[config.mk]
export PLATFORM = sky130hd
export DESIGN_NAME = arith_result_collector
export DESIGN_NICKNAME = d
export VERILOG_FILES = /design/src/rtl/arith_result_collector.sv
export SDC_FILE = /design/constraint.sdc
export NUM_CORES = 1
export LEC_CHECK = 0
export ABC_AREA = 1
export BUFFER_PORTS_ARGS = -buffer_cell sky130_fd_sc_hd__buf_4
export CAP_MARGIN = 30
export CORE_ASPECT_RATIO = 1.4
export CORE_MARGIN = 5
export CORE_UTILIZATION = 30
export CTS_CLUSTER_DIAMETER = 200
export DETAILED_ROUTE_END_ITERATION = 6
export PLACE_DENSITY_LB_ADDON = 0.08
export SYNTH_ARGS = -nofsm -noshare
export SYNTH_HDL_FRONTEND = slang
export SYNTH_SLANG_ARGS = --single-unit
[constraint.sdc]
create_clock -name clk -period 3.3 [get_ports clk]
set_clock_uncertainty 0.2 [all_clocks]
set_input_delay 0.66 -clock clk [delete_from_list [all_inputs] [get_ports clk]]
set_output_delay 0.66 -clock clk [all_outputs]
set_load 0.005 [all_outputs]
[src/rtl/arith_result_collector.sv]
// Registered collector behind n_bit_arithmetic_compare: 2-entry in-order skid buffer
// plus running add/sub accumulator and saturating compare-event counters.

module arith_sat_counter #(
  parameter int CNT_W = 8
) (
  input  logic             clk,
  input  logic             rst_n,
  input  logic             clear_i,
  input  logic             inc_i,
  output logic [CNT_W-1:0] count_o
);
  logic [CNT_W-1:0] cnt_q, cnt_d;

  // Clear lands first so a same-cycle increment counts from zero.
  always_comb begin
    cnt_d = clear_i ? '0 : cnt_q;
    if (inc_i && cnt_d != {CNT_W{1'b1}}) cnt_d = cnt_d + 1'b1;
  end

  always_ff @(posedge clk or negedge rst_n) begin
    if (!rst_n) cnt_q <= '0;
    else        cnt_q <= cnt_d;
  end

  assign count_o = cnt_q;
endmodule

module arith_result_collector #(
  parameter int N     = 8,
  parameter int ACC_W = 16,
  parameter int CNT_W = 8
) (
  input  logic             clk,
  input  logic             rst_n,
  input  logic             in_valid,
  output logic             in_ready,
  input  logic [1:0]       in_op,
  input  logic [N-1:0]     in_result,
  input  logic             in_equal,
  input  logic             in_less,
  input  logic             in_greater,
  input  logic             clear,
  output logic             out_valid,
  input  logic             out_ready,
  output logic [1:0]       out_op,
  output logic [N-1:0]     out_result,
  output logic [2:0]       out_flags,
  output logic [ACC_W-1:0] acc,
  output logic             acc_overflow,
  output logic [CNT_W-1:0] eq_count,
  output logic [CNT_W-1:0] lt_count,
  output logic [CNT_W-1:0] gt_count
);
  typedef struct packed {
    logic [1:0]   op;
    logic [N-1:0] result;
    logic [2:0]   flags;   // {greater, less, equal}
  } item_t;

  typedef enum logic [1:0] {S_EMPTY, S_ONE, S_TWO} occ_e;

  occ_e  state_q;
  item_t head_q, skid_q, in_item;
  logic  push, pop;

  assign in_item.op     = in_op;
  assign in_item.result = in_result;
  assign in_item.flags  = {in_greater, in_less, in_equal};

  assign in_ready  = (state_q != S_TWO);
  assign out_valid = (state_q != S_EMPTY);
  assign push      = in_valid & in_ready;
  assign pop       = out_valid & out_ready;

  // head_q always drives out_*; skid_q only holds the second item while in S_TWO.
  always_ff @(posedge clk or negedge rst_n) begin
    if (!rst_n) begin
      state_q <= S_EMPTY;
      head_q  <= '0;
      skid_q  <= '0;
    end else begin
      case (state_q)
        S_EMPTY: if (push) begin
          head_q  <= in_item;
          state_q <= S_ONE;
        end
        S_ONE: begin
          if (push && pop) head_q <= in_item;
          else if (push) begin
            skid_q  <= in_item;
            state_q <= S_TWO;
          end else if (pop) state_q <= S_EMPTY;
        end
        S_TWO: if (pop) begin
          head_q  <= skid_q;
          state_q <= S_ONE;
        end
        default: state_q <= S_EMPTY;
      endcase
    end
  end

  assign out_op     = head_q.op;
  assign out_result = head_q.result;
  assign out_flags  = head_q.flags;

  logic [ACC_W-1:0] acc_q, acc_d;
  logic             ovf_q, ovf_d;
  logic [ACC_W:0]   sum;

  always_comb begin
    acc_d = clear ? '0 : acc_q;
    ovf_d = clear ? 1'b0 : ovf_q;
    sum   = '0;
    if (push && !in_op[1]) begin
      sum   = {1'b0, acc_d} + {{(ACC_W+1-N){1'b0}}, in_result};
      acc_d = sum[ACC_W-1:0];
      ovf_d = ovf_d | sum[ACC_W];
    end
  end

  always_ff @(posedge clk or negedge rst_n) begin
    if (!rst_n) begin
      acc_q <= '0;
      ovf_q <= 1'b0;
    end else begin
      acc_q <= acc_d;
      ovf_q <= ovf_d;
    end
  end

  assign acc          = acc_q;
  assign acc_overflow = ovf_q;

  logic [2:0]            flag_inc;
  logic [2:0][CNT_W-1:0] cnt;

  assign flag_inc = {3{push && (in_op == 2'b10)}} & in_item.flags;

  for (genvar g = 0; g < 3; g++) begin : g_cnt
    arith_sat_counter #(.CNT_W(CNT_W)) u_cnt (
      .clk     (clk),
      .rst_n   (rst_n),
      .clear_i (clear),
      .inc_i   (flag_inc[g]),
      .count_o (cnt[g])
    );
  end

  assign eq_count = cnt[0];
  assign lt_count = cnt[1];
  assign gt_count = cnt[2];
endmodule

==> summary.txt, run 1 <==
Peak VDD IR: 210 uV
Outcome: complete, no violations
Clock power share: 40.0%
CTS tree: yes
Die Wd: 109 um
Post-synth top cells: 174 x nand2_1, 69 x dfrtp_1, 58 x inv_1, 55 x nor2_1, 33 x nand3_1
Seq pwr share: 40.7%
Root buf cell: clkbuf_16
Area after DPL: 4820 sq um
Startpoint Class: flip-flop
Worst EP required: 2.44 ns
Sink Count: 69
Setup TNS: 0 ns
Inserted Diodes: 0
Slowest cell on crit path: dfrtp_1
Row count: 50
Syn. warnings: 0
XOR/XNOR share of the synthesized area: 4.91%
Vias per inst: 4.45
Vias: 3505
Clk_lat worst skew: 0.33 ns
Unrepaired setup endpoints after global routing: no
Cell variety after synth: 38
Power per Cell Area: 512 nW/um^2
Synthesized instance count: 526
Core ar.: 13400 sq um
Comb power frac: 19.2%
Main combinational cell family by area after synthesis: simple AND/OR/NAND/NOR gates
Design area: 5170 sq um
Post-CTS Setup Inserts: 0
#FFs+latches synth: 69
H-tree Lvls: 3
Worst EP arrival: 1.63 ns
Synth area leader: dfrtp_1
Num ports: 74
CP max FO: 15
Final Setup Violations: 0
Synth Area in Adders: 3.84%
Initial Util: 30.7%
Syn nets: 556
Ys async rst share: 100%
Final Slew Violations: 0
PortBufs: 73
Critical path cell sequence: nor2_4 > inv_2 > buf_4
Slew margin rel.: 62.1%
First-pass GRT wire length: 17.4 mm
Type of the worst setup path: flip-flop to output pin
Final period util: 75.5%
Final net count: 631
Hold Crit Class: input port to asynchronous set/reset pin
Total CTS buffers: 9
Final hold viol count: 0
Max_cap viols: 0
Layout cells sized above 1: 23.4%
Grt ovf: 0
GRT Resource Usage Total: 13.8%
Cell Int Power: 1.90 mW
Max incr delay on CP: 0.44 ns
Synth Area in Simple Gates: 32.3%
Worst-Margin Slew: 0.568 ns
Mapped cell area: 4110 sq um
Post-route ant nets: 0
Die Ht: 148 um
Share of the synthesized area in the top cell type: 42.0%
LEAKAGE: 2.60 nW
Net Sw Power: 0.746 mW
Max Clk Rate: 401 MHz
EDFF count, synth: 0
Worst Setup End Kind: output pin
Post-synthesis sequential area ratio: 42.0%
Post-synthesis area per instance: 7.81 sq um
Post-synthesis mux area share: 2.19%
Number of gates resized after CTS: 0
Die area: 16200 sq um
Initial drt markers: 100
Compound-Gate Fraction of Synth Area: 6.40%
Antenna violations before repair: 0
Drt first pass iters: 4
Final min period: 2.49 ns
Synthesis-to-finish area growth: 25.8%
Synth area leaders: dfrtp_1 42%, nand2_1 16%, inv_1 5.3%
Final Wtd Congestion: 0.841
Switching share of power: 28.2%
DRC viols: 0
Hold-fix buffer count after cts: 0
Vias in the first global route: 3528
Clock slew at reported path FFs: 0.06 ns
Final WL: 10.5 mm
WL/cell: 13.4 um
Longest Clk Path Bufs: 2
Most numerous cell in the Yosys netlist: nand2_1
Detailed Place HPWL: 7.80 mm
Synth Flop Type: dfrtp_1
Largest net degree at the start of global routing: 70
-- worst paths after layout --
path / endpoint / depth (start not counted) / slack [ns] / startpoint
min in group clk: skid_q[11] / 2 / 0.29 / skid_q[11]
worst max register to register: acc[8] / 14 / 1.14 / acc[0]
worst min-delay path: state_q[1] / 2 / 0.12 / rst_n
max in group asynchronous: acc[13] / 2 / 2.46 / rst_n
worst min register to register: skid_q[11] / 2 / 0.29 / skid_q[11]
worst max-delay path: in_ready / 3 / 0.81 / state_q[0]
-- registers in the layout, summed over array words and instances, names as in the netlist --
| name | flops |
|---|---|
| acc | 16 |
| acc_overflow | 1 |
| g_cnt.u_cnt.count_o | 24 |
| out_flags | 3 |
| out_op | 2 |
| out_result | 8 |
| skid_q | 13 |
| state_q | 2 |
-- layout make-up --
type / instances / area [sq um]
clock inverters: 7 / 98.8
fillers: 1449 / 8220
inverters: 66 / 260
clock buffers: 9 / 225
repair buffers: 76 / 591
well taps: 182 / 228
multi-input cells: 379 / 2040
flip-flops and latches: 69 / 1730
-- power by group through the flow --
stage	sequential [mW]	combinational, mW	clock (mW)
finish	1.08	0.508	1.06
global route	1.10	0.573	1.14
CTS	1.08	0.518	1.09
detailed placement	1.10	0.516	0
global placement	1.09	0.511	0
floorplan	1.08	0.297	0
-- placed cells by master, fill, tap and decap left out, drive strengths merged --
cell      synthesis  final
a21o              1      1
a21oi             4      4
a31oi            13     13
buf              10     76
bufinv            0      2
clkbuf            2      9
clkinv            1      1
clkinvlp          0      4
dfrtp            69     69
fa                1      1
ha               11     11
inv              65     66
mux2              8      8
nand2           181    181
nand3            37     37
nand3b            2      2
nand4             3      3
nor2             66     66
nor3              7      7
o21ai            19     19
o22ai             1      1
o31ai             1      1
or2               1      1
xnor2            13     13
xor2             10     10
-- stage by stage --
stage / setup WS, ns / hold slack [ns] / power, mW / utilization (%) / instances
global route: 0.657 / 0.168 / 2.81 / 38.6 / 788
global placement: 0.771 / 0.273 / 1.60 / 36.0 / 771
detailed placement: 0.718 / 0.283 / 1.61 / 36.0 / 771
CTS: 0.757 / 0.297 / 2.69 / 38.4 / 787
finish: 0.808 / 0.117 / 2.65 / 38.6 / 788
floorplan: 0.539 / 0.164 / 1.38 / - / 526
-- layer usage --
metal	GRT usage, %	up-vias	share of wire [%]
met3	2.48	10	2.9
met5	0	-	0
met2	24.2	52	53
met1	16.7	1642	43
li1	-	1801	-
met4	4.86	0	1.3
-- worst max-delay path, delay by kind of cell (launching register included) --
family        cells  cell delay (ns)
buf+inv           2             0.45
flops             1             0.44
simple gates      1             0.40
-- cells by family after synthesis --
family	count (synthesis)
multiplexers	8
AND/OR/NAND/NOR	297
adder cells (fa/ha/maj)	12
flip-flops	69
buffers and inverters	78
AO/OA/AOI/OAI	39
XOR/XNOR	23
Note: power is estimated with default switching activity, not from simulation.
==> run 2: changes to the inputs <==
- clock period: 3.3 -> 2.5 ns (I/O delays scaled with it)
==> run 2 against run 1 <==
Net effect:
- core utilization is 0.53 points higher
- largest cell class unchanged
- largest power group unchanged
- total power rose by 33%
- critical path type is now flip-flop to flip-flop
- final cell count up 1.0%
==> summary.txt, run 2 (synthesis results as in run 1) <==
Initial drt markers: 131
Largest net degree at the start of global routing: 32
Detailed Place HPWL: 8.16 mm
Layout cells sized above 1: 24.3%
Grt ovf: 0
Total CTS buffers: 9
Antenna violations before repair: 0
Final Slew Violations: 0
Clk_lat worst skew: 0.33 ns
DR WL met2: 5.68 mm
Die Wd: 109 um
Cell Int Power: 2.55 mW
Final hold viol count: 0
H-tree Lvls: 3
Most frequent cells in the layout: 174 x nand2_1, 81 x buf_4, 69 x dfrtp_1, 58 x inv_1, 55 x nor2_1
Reg-to-Reg End: acc[8]
Die area: 16200 sq um
Initial Util: 30.7%
Synthesis-to-finish area growth: 27.6%
Net Sw Power: 0.965 mW
Final Setup Violations: 0
Hold WS: 0.155 ns
Die Ht: 148 um
Core ar.: 13400 sq um
DRC viols: 0
Post-route ant nets: 0
Final net count: 639
CTS tree: yes
Startpoint Class: flip-flop
Max Clk Rate: 470 MHz
GRT Resource Usage Total: 14.3%
Final min period: 2.13 ns
Sink Count: 69
Worst Hold End: state_q[1]
Peak VDD IR: 281 uV
Longest Clk Path Bufs: 2
Number of gates resized after CTS: 0
Num ports: 74
Power per Cell Area: 670 nW/um^2
Outcome: complete, no violations
Max_cap viols: 0
Root buf cell: clkbuf_16
CP top delay family: adder cells
Slowest cell on crit path: dfrtp_1
Worst Setup End Kind: flip-flop
Final WL: 10.7 mm
CP bufs+invs: 3
Row count: 50
Critical path cell sequence: inv_1 > nor2_1 > ha_1 > fa_2 > nand2_1 > nand3_1 > nand2_1 > inv_1 > nand2_1 > nand2_1 > nand2_1 > o21ai_0 > nand2_1 > inv_1
Vias per inst: 4.47
Hold path cells: 2
Slew margin rel.: 64.4%
Worst R2R Path Depth: 14
Comb power frac: 19.5%
Met3 wire length: 387 um
Final period util: 85.2%
Seq pwr share: 40.5%
Clock slew at reported path FFs: 0.06 ns
M1 wire length: 4.48 mm
DR top layer: met4
First-pass GRT wire length: 18.1 mm
CP max FO: 5
Unrepaired setup endpoints after global routing: no
Type of the worst setup path: flip-flop to flip-flop
Setup TNS: 0 ns
Post-CTS Setup Inserts: 0
Switching share of power: 27.5%
Max FFs per register: 24
CP most frequent cell: nand2_1
RR Startpoint: acc[0]
Final Wtd Congestion: 0.796
Drt first pass iters: 4
PortBufs: 73
Hold-fix buffer count after cts: 1
Fillers: 1451
Clock power share: 39.9%
Hold_sp: out_ready
FF-to-FF setup slack: 0.37 ns
LEAKAGE: 2.65 nW
Worst EP arrival: 2.16 ns
Vias: 3559
Vias in the first global route: 3661
WL/cell: 13.5 um
Hold Crit Class: input port to flip-flop
Inserted Diodes: 0
Worst-Margin Slew: 0.533 ns
Max incr delay on CP: 0.40 ns
Most common cell after layout, fill and taps aside: nand2_1
Worst EP required: 2.53 ns
## run 2: how the worst max path moves through the flow
stage | start | end | slack (ns) | cells after the start
after global placement | clear | acc[8] | 0.13 | 14
after floorplan | clear | acc[8] | 0.05 | 16
after global routing | acc[0] | acc[8] | 0.17 | 14
final | acc[0] | acc[8] | 0.37 | 14
after detailed placement | clear | acc[8] | 0.08 | 14
after CTS | state_q[1] | in_ready | 0.32 | 4
## run 2: power groups by stage
stage               Combinational [mW]  Sequential (mW)  Clock [mW]
floorplan                        0.394             1.43           0
global placement                 0.694             1.44           0
detailed placement               0.701             1.45           0
CTS                              0.705             1.43        1.45
global route                     0.778             1.45        1.50
finish                           0.685             1.42        1.40
## run 2: layout make-up
| cell class | instances | area (sq um) | area share [%] |
|---|---|---|---|
| Clock buffer | 11 | 243 | 4.63 |
| Clock inverter | 5 | 82.6 | 1.58 |
| Inverter | 66 | 260 | 4.97 |
| Multi-Input combinational cell | 379 | 2040 | 39.0 |
| Sequential cell | 69 | 1730 | 33.0 |
| Tap cell | 182 | 228 | 4.35 |
| Timing Repair Buffer | 84 | 658 | 12.6 |
## run 2: routing by layer
layer	GRT usage, %	up-vias
li1	-	1816
met1	17.1	1667
met2	25.0	64
met3	3.17	12
met4	4.86	0
met5	0	-
## run 2: through the flow
| stage | power [mW] | std cells | util (%) | instance area (sq um) | setup slack, ns |
|---|---|---|---|---|---|
| 5_1_grt | 3.72 | 796 | 39.1 | 5240 | 0.173 |
| 3_5_place_dp | 2.15 | 779 | 36.6 | 4900 | 0.0807 |
| 3_3_place_gp | 2.14 | 779 | 36.6 | 4900 | 0.126 |
| 6_report | 3.51 | 796 | 39.1 | 5240 | 0.371 |
| 2_1_floorplan | 1.82 | 526 | - | 4110 | 0.0488 |
| 4_1_cts | 3.58 | 796 | 39.1 | 5240 | 0.322 |
==> run 3: changes to the inputs <==
- SYNTH_HIERARCHICAL: unset -> 1
==> run 3 against run 2 <==
Net effect:
- total power down 0.44%
- combinational power is 1% lower
- sequential share of layout area down 0.38 points
- design area grew 1.2%
- register-to-register slack is essentially flat
- largest cell class unchanged
- highest routed layer unchanged
==> summary.txt, run 3 <==
CP max FO: 9
Most common cell after layout, fill and taps aside: nand2_1
Syn nets: 595
Most frequent cells in the layout: 190 x nand2_1, 78 x buf_4, 76 x inv_1, 69 x dfrtp_1, 60 x nor2_1
Worst R2R Path Depth: 12
H-tree Lvls: 3
Slowest cell on crit path: dfrtp_1
Hold WS: 0.181 ns
Post-synthesis area per instance: 7.37 sq um
Slew margin rel.: 63.8%
Root buf cell: clkbuf_16
Outcome: complete, no violations
Power per Cell Area: 660 nW/um^2
Detailed Place HPWL: 8.71 mm
Inserted Diodes: 0
DRC viols: 0
CTS tree: yes
Synth area leaders: dfrtp_1 41%, nand2_1 17%, inv_1 6.8%
Share of the synthesized area in the top cell type: 41.2%
Number of gates resized after CTS: 0
Vias: 3829
First-pass GRT wire length: 18.4 mm
Area of the multi-input gates: 2080 sq um
Fillers: 1515
Startpoint Class: flip-flop
Clock slew at reported path FFs: 0.06 ns
Initial drt markers: 175
PortBufs: 73
Sink Count: 69
Max Clk Rate: 458 MHz
WL/cell: 13.5 um
Drt first pass iters: 4
Worst EP required: 1.80 ns
Cells after DPL: 824
Synthesis-to-finish area growth: 26.6%
Row count: 51
Final min period: 2.18 ns
Total CTS buffers: 9
Vias per inst: 4.55
Max incr delay on CP: 0.47 ns
Num ports: 74
Setup TNS: 0 ns
Most numerous cell in the Yosys netlist: nand2_1
Worst-Margin Slew: 0.543 ns
Layout cells sized above 1: 22.6%
GRT Resource Usage Total: 14.3%
Non-Filler Instances: 841
Vias in the first global route: 3793
Antenna violations before repair: 0
EDFF count, synth: 0
Die area: 16500 sq um
Synth Flop Type: dfrtp_1
Longest Clk Path Bufs: 2
Mapped cell area: 4190 sq um
Initial Util: 30.4%
Synth area leader: dfrtp_1
Max_cap viols: 0
Worst Setup End Kind: output pin
Largest net degree at the start of global routing: 39
Final hold viol count: 0
Hold path cells: 2
Final Wtd Congestion: 0.839
Grt ovf: 0
Synthesized instance count: 568
Final period util: 87.3%
Worst EP arrival: 1.48 ns
Critical path cell sequence: inv_2 > nor2_4 > buf_4 > inv_2 > buf_4
LEAKAGE: 2.68 nW
Die Wd: 110 um
Syn. warnings: 6
Final WL: 11.3 mm
Core ar.: 13800 sq um
Final net count: 678
Max FFs per register: 24
Post-synthesis sequential area ratio: 41.2%
Cell variety after synth: 33
Die Ht: 150 um
Final Setup Violations: 0
Post-synth top cells: 190 x nand2_1, 76 x inv_1, 69 x dfrtp_1, 60 x nor2_1, 46 x nand3_1
Ys async rst share: 100%
Hold Crit Class: input port to flip-flop
#FFs+latches synth: 69
Peak VDD IR: 360 uV
Clk_lat worst skew: 0.33 ns
Final Slew Violations: 0
Type of the worst setup path: flip-flop to output pin
Unrepaired setup endpoints after global routing: no
Post-route ant nets: 0
Register area: 1730 sq um
run 3: where the power goes:
part / total (mW) / switching (mW) / internal (mW)
logic: 0.677 / 0.357 / 0.320
registers: 1.43 / 0.120 / 1.31
clock network: 1.39 / 0.517 / 0.877
total: 3.50 / 0.994 / 2.50
run 3: final cells by class:
cell class	count	share of cell area [%]
tap	185	4.37
clock buffer	9	4.25
multi-input combinational	408	39.3
clock inverter	7	1.86
inverter	83	6.02
sequential	69	32.6
timing repair buffer	80	11.6
run 3: what timing repair did:
item,in CTS,in global routing
hold buffers,1,0
hold endpoints to repair,36,0
buffers inserted,0,0
run 3: cell families (layout without fill, tap and decap cells):
kind of cell               count (synthesis)  after routing  synth area share [%]
adders and majority gates                  9              9                  2.87
AOI/OAI and AO/OA                         41             41                  5.83
muxes                                      8              8                  2.15
DFF                                       69             69                  41.2
and+or+nand+nor                          340            340                  36.8
xor gates and xnor gates                  10             10                  2.09
buffers and inverters                     91            179                  9.02
run 3: metal layers:
metal / routed length [um] / vias up / track usage (%)
li1: - / 1945 / -
met4: 139 / 0 / 5.12
met2: 5910 / 86 / 25.2
met1: 4720 / 1787 / 17.0
met3: 539 / 11 / 2.59
met5: 0 / - / 0
run 3: worst max-delay path, delay by kind of cell (launching register included):
family | cells | cell delay, ns
buffers and inverters | 4 | 0.48
flip-flops | 1 | 0.47
AND/OR/NAND/NOR | 1 | 0.20
run 3: metrics by stage:
step / area (sq um) / power [mW] / utilization, % / setup slack [ns]
2_1_floorplan: 4190 / 1.80 / - / 0.312
3_3_place_gp: 4970 / 2.12 / 36.0 / 0.115
3_5_place_dp: 4970 / 2.14 / 36.0 / 0.0492
4_1_cts: 5300 / 3.56 / 38.5 / 0.278
5_1_grt: 5300 / 3.70 / 38.5 / 0.207
6_report: 5300 / 3.50 / 38.5 / 0.318
run 3: path summary, 6_finish.rpt:
path / from / endpoint / slack (ns)
max: state_q[1] / in_ready / 0.32
min: out_ready / state_q[1] / 0.18
max reg2reg: acc[0] / acc[12] / 0.38
min reg2reg: skid_q[11] / skid_q[11] / 0.30
max in group asynchronous: rst_n / acc[9] / 1.04
min in group asynchronous: rst_n / g_cnt[0].u_cnt/count_o[3] / 0.50
